**src/rtl/fb_port_arbiter.sv**
```systemverilog
// fb_port_arbiter: three-way arbiter (video scanout, blitter, CPU) in front
// of a single-port framebuffer RAM. Grants are combinational; the RAM port is
// registered one cycle after the grant, and read data returns one cycle later.
// Optional feature macro: FB_ARB_ROUND_ROBIN_EN (blitter/CPU alternate on ties;
// when undefined the blitter always wins over the CPU).
module fb_port_arbiter #(
    parameter int unsigned LOCK_MAX = 8
) (
    input  logic        clk,
    input  logic        rst_n,
    input  logic        vid_req,
    input  logic [8:0]  vid_addr,
    output logic        vid_gnt,
    output logic        vid_rvalid,
    input  logic        blt_req,
    input  logic [8:0]  blt_addr,
    input  logic [15:0] blt_wdata,
    input  logic        blt_we,
    input  logic        blt_lock,
    output logic        blt_gnt,
    output logic        blt_rvalid,
    input  logic        cpu_req,
    input  logic [8:0]  cpu_addr,
    input  logic [15:0] cpu_wdata,
    input  logic        cpu_we,
    output logic        cpu_gnt,
    output logic        cpu_rvalid,
    output logic [15:0] rdata,
    output logic [8:0]  buf_addr,
    output logic [15:0] buf_in,
    output logic        buf_enable,
    output logic        buf_write,
    input  logic [15:0] buf_out,
    output logic        lock_active
);

    typedef enum logic {LK_IDLE, LK_LOCKED} lock_state_t;

    localparam logic [3:0] LOCK_MAX_C = 4'(LOCK_MAX);

    lock_state_t lock_state_q, lock_state_d;
    logic [3:0]  lock_cnt_q, lock_cnt_d;
    logic [2:0]  rd_pend_q;     // {vid, blt, cpu} reads issued to the RAM this cycle
    logic        cpu_eligible;

    assign lock_active  = (lock_state_q == LK_LOCKED);
    assign rdata        = buf_out;
    assign cpu_eligible = cpu_req & ~lock_active;

`ifdef FB_ARB_ROUND_ROBIN_EN
    logic rr_blt_pref_q;        // 1: blitter wins the next blitter/CPU tie

    // Grant selection: video first, then blitter/CPU by round-robin pointer.
    always_comb begin
        vid_gnt = rst_n & vid_req;
        blt_gnt = rst_n & ~vid_req & blt_req & (~cpu_eligible | rr_blt_pref_q);
        cpu_gnt = rst_n & ~vid_req & cpu_eligible & (~blt_req | ~rr_blt_pref_q);
    end

    // Round-robin pointer: whichever of blitter/CPU was just served loses the next tie.
    always_ff @(posedge clk or negedge rst_n) begin
        if (!rst_n) begin
            rr_blt_pref_q <= 1'b1;
        end else if (blt_gnt) begin
            rr_blt_pref_q <= 1'b0;
        end else if (cpu_gnt) begin
            rr_blt_pref_q <= 1'b1;
        end
    end
`else
    // Grant selection: video first, then blitter, then CPU (blocked while locked).
    always_comb begin
        vid_gnt = rst_n & vid_req;
        blt_gnt = rst_n & ~vid_req & blt_req;
        cpu_gnt = rst_n & ~vid_req & cpu_eligible & ~blt_req;
    end
`endif

    // Lock state register and timeout counter.
    always_ff @(posedge clk or negedge rst_n) begin
        if (!rst_n) begin
            lock_state_q <= LK_IDLE;
            lock_cnt_q   <= 4'd0;
        end else begin
            // NOTE: sequential state uses non-blocking assignments so every register samples pre-edge values.
            lock_state_q <= lock_state_d;
            lock_cnt_q   <= lock_cnt_d;
        end
    end

    // Lock next-state: acquire on a locking blitter grant; release on an
    // unlocking grant, on the blitter withdrawing, or after LOCK_MAX idle cycles.
    always_comb begin
        // NOTE: defaults first so every path assigns every output and no latch is inferred.
        lock_state_d = lock_state_q;
        lock_cnt_d   = lock_cnt_q;
        unique case (lock_state_q)
            LK_IDLE: begin
                if (blt_gnt && blt_lock) begin
                    lock_state_d = LK_LOCKED;
                    lock_cnt_d   = 4'd0;
                end
            end
            LK_LOCKED: begin
                if (blt_gnt) begin
                    lock_cnt_d = 4'd0;
                    if (!blt_lock) lock_state_d = LK_IDLE;
                end else if (!blt_req && !blt_lock) begin
                    lock_state_d = LK_IDLE;
                    lock_cnt_d   = 4'd0;
                end else if (lock_cnt_q + 4'd1 == LOCK_MAX_C) begin
                    lock_state_d = LK_IDLE;
                    lock_cnt_d   = 4'd0;
                end else begin
                    lock_cnt_d = lock_cnt_q + 4'd1;
                end
            end
            default: begin
                lock_state_d = LK_IDLE;
                lock_cnt_d   = 4'd0;
            end
        endcase
    end

    // RAM port register and two-stage read-valid pipeline.
    always_ff @(posedge clk or negedge rst_n) begin
        if (!rst_n) begin
            // NOTE: every register here is a small control/datapath flop, so all of them get a reset value; in-flight reads are discarded.
            buf_enable <= 1'b0;
            buf_write  <= 1'b0;
            buf_addr   <= 9'd0;
            buf_in     <= 16'd0;
            rd_pend_q  <= 3'b000;
            vid_rvalid <= 1'b0;
            blt_rvalid <= 1'b0;
            cpu_rvalid <= 1'b0;
        end else begin
            buf_enable <= vid_gnt | blt_gnt | cpu_gnt;
            buf_write  <= (blt_gnt & blt_we) | (cpu_gnt & cpu_we);
            if (vid_gnt) begin
                buf_addr <= vid_addr;
            end else if (blt_gnt) begin
                buf_addr <= blt_addr;
                buf_in   <= blt_wdata;
            end else if (cpu_gnt) begin
                buf_addr <= cpu_addr;
                buf_in   <= cpu_wdata;
            end
            rd_pend_q  <= {vid_gnt, blt_gnt & ~blt_we, cpu_gnt & ~cpu_we};
            vid_rvalid <= rd_pend_q[2];
            blt_rvalid <= rd_pend_q[1];
            cpu_rvalid <= rd_pend_q[0];
        end
    end

endmodule

```
**config.mk**
```make
export PLATFORM = sky130hd
export DESIGN_NAME = fb_port_arbiter
export DESIGN_NICKNAME = d
export VERILOG_FILES = /design/src/rtl/fb_port_arbiter.sv
export SDC_FILE = /design/constraint.sdc
export NUM_CORES = 1
export LEC_CHECK = 0
export CAP_MARGIN = 25
export CORE_AREA = 2 2 71 100
export CTS_CLUSTER_SIZE = 30
export DETAILED_ROUTE_END_ITERATION = 10
export DIE_AREA = 0 0 73 102
export GPL_ROUTABILITY_DRIVEN = 0
export PLACE_DENSITY = 0.77
export SYNTH_ARGS = -nofsm -noshare
export SYNTH_HDL_FRONTEND = slang
export SYNTH_SLANG_ARGS = --single-unit
export TNS_END_PERCENT = 100
```
**constraint.sdc**
```tcl
create_clock -name clk -period 1.3 [get_ports clk]
set_input_delay 0.13 -clock clk [delete_from_list [all_inputs] [get_ports clk]]
set_output_delay 0.13 -clock clk [all_outputs]
set_load 0.01 [all_outputs]
```
==> impl_metrics.tcl <==
set metrics [dict create \
    num_rows 35 \
    ys_types 37 \
    worst_slew_pin_slew_ns 0.667 \
    finalHoldViolations 0 \
    start_util_pct 33.2 \
    reg2reg_from "lock_active" \
    postSynthCellCount 181 \
    critPathKind "register to register" \
    seqPwrFrac_pct 37.4 \
    dieArea_um2 7450 \
    arrival_ns 1.49 \
    final_cell_mix "clkdlybuf4s50_1, dfrtp_1, dlygate4sd2_1, buf_4, mux2_2" \
    synth_seq_area_share_pct 43.9 \
    syn_area_per_cell_um2 12.0 \
    fin_tns_setup_ns -0.0932 \
    wire_per_inst_um 15.9 \
    fin_crit_ns 1.32 \
    worstSetupStartpoint "lock_active" \
    cts_buffer_depth 2 \
    finalSetupViolCount 13 \
    combinationalPowerShare_pct 32.7 \
    grt_antenna_before_repair 0 \
    layout_commonest_cell "clkdlybuf4s50_1" \
    synth_nets 265 \
    period_share_pct 101 \
    r2r_cells 5 \
    r2r_end "buf_in[0]" \
    numPortBuffers 100 \
    critPathRequiredTime_ns 1.48 \
    synth_top_family_by_area "multiplexers" \
    p_clk_share_pct 30.0 \
    viasPerCell 5.03 \
    clock_latency_ns 0.29 \
    wl_um 5820 \
    grt_pass1_vias 1921 \
    core_area_um2 6530 \
    crit_path_end "buf_in[0]" \
    vdd_drop_max_mv 0.725 \
    cp-start-kind "register" \
    fin_ws_ns -0.0183 \
    synth_mux_area_share_pct 18.7 \
    syn_area_um2 2170 \
    drive_gt1_share_pct 31.8 \
    drv_slew 0 \
    status "finished with violations" \
    rsz0062_at_grt "true" \
    fp.dieH_um 102 \
    grt_max_degree 22 \
    ioPinCount 133 \
    synth_compound_area_share_pct 16.1 \
    holdWs_ns 0.260 \
    relSlewSlack_pct 55.4 \
    power_density_nw_per_um2 1170 \
    p_switching_w 0.00109 \
    violations "setup timing" \
    grtUsageTotal_pct 15.3 \
    grt.overflow.total 0 \
    fmax_mhz 759 \
    cts_made_buffers 5 \
    root_buffer "clkbuf_8" \
    cap_viol_max_count 0 \
    r2r_slack_ns -0.02 \
    synth_seq_cells 38 \
    power.internal_w 0.00301 \
    total_leakage_power_nw 1.59 \
    drcViolationCount 0 \
    cts_sinks 38 \
    worst-path-max-fanout 16 \
    diodes 0 \
    pre_cts_ws_ns -0.547 \
    synth_xor_area_share_pct 0 \
    cts-htree-levels 2 \
    finClkSkew_ns 0.00696 \
    die_x_um 73 \
    hpwlAfterDp_um 4280 \
    hold_path.class "primary input to primary output" \
    cts_tree "done" \
    synth_simple_gate_area_share_pct 10.7 \
    yosys_warnings 0 \
    grt_pass1_wl_um 8810 \
    synth_fa_ha_area_share_pct 0.577 \
    p_sw_share_pct 26.7 \
    drt_iter0_markers 44 \
    first_pass_iters 4 \
    syn2layout_area_growth_pct 62.3 \
    endpoint_kind "register" \
    clk_pin_slew_worst_paths_ns 0.07 \
    postRouteAntennaNets 0 \
    via_count 1840 \
    fin_nets 375 \
]
==> worst min-delay path by stage <==
stage                start  slack, ns  depth (start not counted)            end
2_1_floorplan        rst_n      -0.17                          0     blt_rvalid
5_1_grt         buf_out[0]       0.26                          0       rdata[0]
3_3_place_gp         rst_n       0.17                          2  lock_cnt_q[3]
6_report       buf_out[12]       0.26                          0      rdata[12]
3_5_place_dp         rst_n       0.17                          2  lock_cnt_q[3]
4_1_cts              rst_n       0.24                          4     buf_in[12]
==> power groups by stage <==
stage / clock network (W) / logic, W / registers (W)
floorplan: 0 / 0.000528 / 0.00162
global placement: 0 / 0.00130 / 0.00153
detailed placement: 0 / 0.00133 / 0.00154
CTS: 0.00126 / 0.00127 / 0.00153
global route: 0.00131 / 0.00144 / 0.00156
finish: 0.00123 / 0.00134 / 0.00153
==> kinds of logic (layout without fill, tap and decap cells) <==
group / after synthesis / count (layout)
muxes: 32 / 32
and+or+nand+nor: 34 / 34
buffers and inverters: 32 / 143
AOI/OAI and AO/OA: 44 / 44
DFF: 38 / 38
adders and majority gates: 1 / 1
==> critical path: stages (launching register included) <==
cell,delay [ns]
dfrtp_2,0.38
nor2b_2,0.05
buf_6,0.12
o21ai_4,0.14
buf_12,0.17
mux2_2,0.34
==> state kept, by name (all words and copies together), names as in the netlist, 3 cells and up <==
| register | cells |
|---|---|
| lock_cnt_q | 4 |
| rd_pend_q | 3 |
| buf_in | 16 |
| buf_addr | 9 |
==> through the flow <==
| stage | total power (W) | instance area [um2] | util [%] | cells |
|---|---|---|---|---|
| after floorplan | 0.00215 | 2180 | - | 181 |
| after global placement | 0.00283 | 3270 | 50.0 | 352 |
| after detailed placement | 0.00287 | 3270 | 50.0 | 352 |
| after CTS | 0.00405 | 3430 | 52.6 | 364 |
| after global routing | 0.00431 | 3520 | 53.9 | 366 |
| final | 0.00410 | 3520 | 53.9 | 366 |
==> per-layer routing <==
layer,wire length [um],share of wire [%],up-vias,track usage (%)
met5,0,0,-,0
met4,145,2.5,0,5.13
met3,341,5.9,17,4.44
met2,3170,54,63,27.9
met1,2160,37,894,16.6
li1,-,-,866,-
==> timing repair <==
| action | in CTS | in global routing |
|---|---|---|
| resized for setup | 43 | 16 |
| pin swaps | 3 | 7 |
| buffers inserted | 2 | 2 |
| hold buffers | 2 | 0 |
| endpoints found under the setup margin | 58 | 34 |
| hold endpoints to repair | 23 | 0 |
==> cell usage after synthesis <==
master / count / area share (%)
a21bo_2: 1 / 0.46
mux2_2: 20 / 10
nor2_1: 4 / 0.69
inv_4: 1 / 0.29
clkbuf_1: 4 / 0.69
nand4b_1: 1 / 0.40
a2bb2oi_1: 1 / 0.40
nand3b_1: 10 / 3.5
nor4b_1: 1 / 0.40
ha_1: 1 / 0.58
and2b_1: 1 / 0.35
and3b_1: 1 / 0.40
a21oi_1: 12 / 2.8
o21ai_4: 2 / 1.5
o21ai_0: 1 / 0.23
a311oi_1: 1 / 0.40
dfrtp_1: 38 / 44
nor2b_1: 2 / 0.58
or2_1: 1 / 0.29
nand2_1: 2 / 0.35
mux2_4: 12 / 8.3
a211oi_1: 1 / 0.35
o21bai_1: 1 / 0.35
nand3b_4: 1 / 0.92
buf_6: 1 / 0.52
o2bb2ai_1: 10 / 4.0
buf_4: 18 / 6.2
o221ai_1: 9 / 3.6
a22o_1: 1 / 0.40
inv_1: 4 / 0.69
or2_2: 9 / 2.6
a211o_1: 1 / 0.40
and2_1: 1 / 0.29
buf_12: 1 / 0.92
a2111oi_0: 2 / 0.81
a21o_1: 1 / 0.35
buf_2: 3 / 0.69
==> layout make-up <==
| class | instances | area [um2] |
|---|---|---|
| multi-input combinational | 111 | 1060 |
| clock inverter | 2 | 60.1 |
| clock buffer | 6 | 82.6 |
| tap | 74 | 92.6 |
| timing repair buffer | 130 | 1230 |
| sequential | 38 | 953 |
| inverter | 5 | 31.3 |
| fill | 562 | 3010 |
No activity file was read; power rests on OpenSTA's default activity.
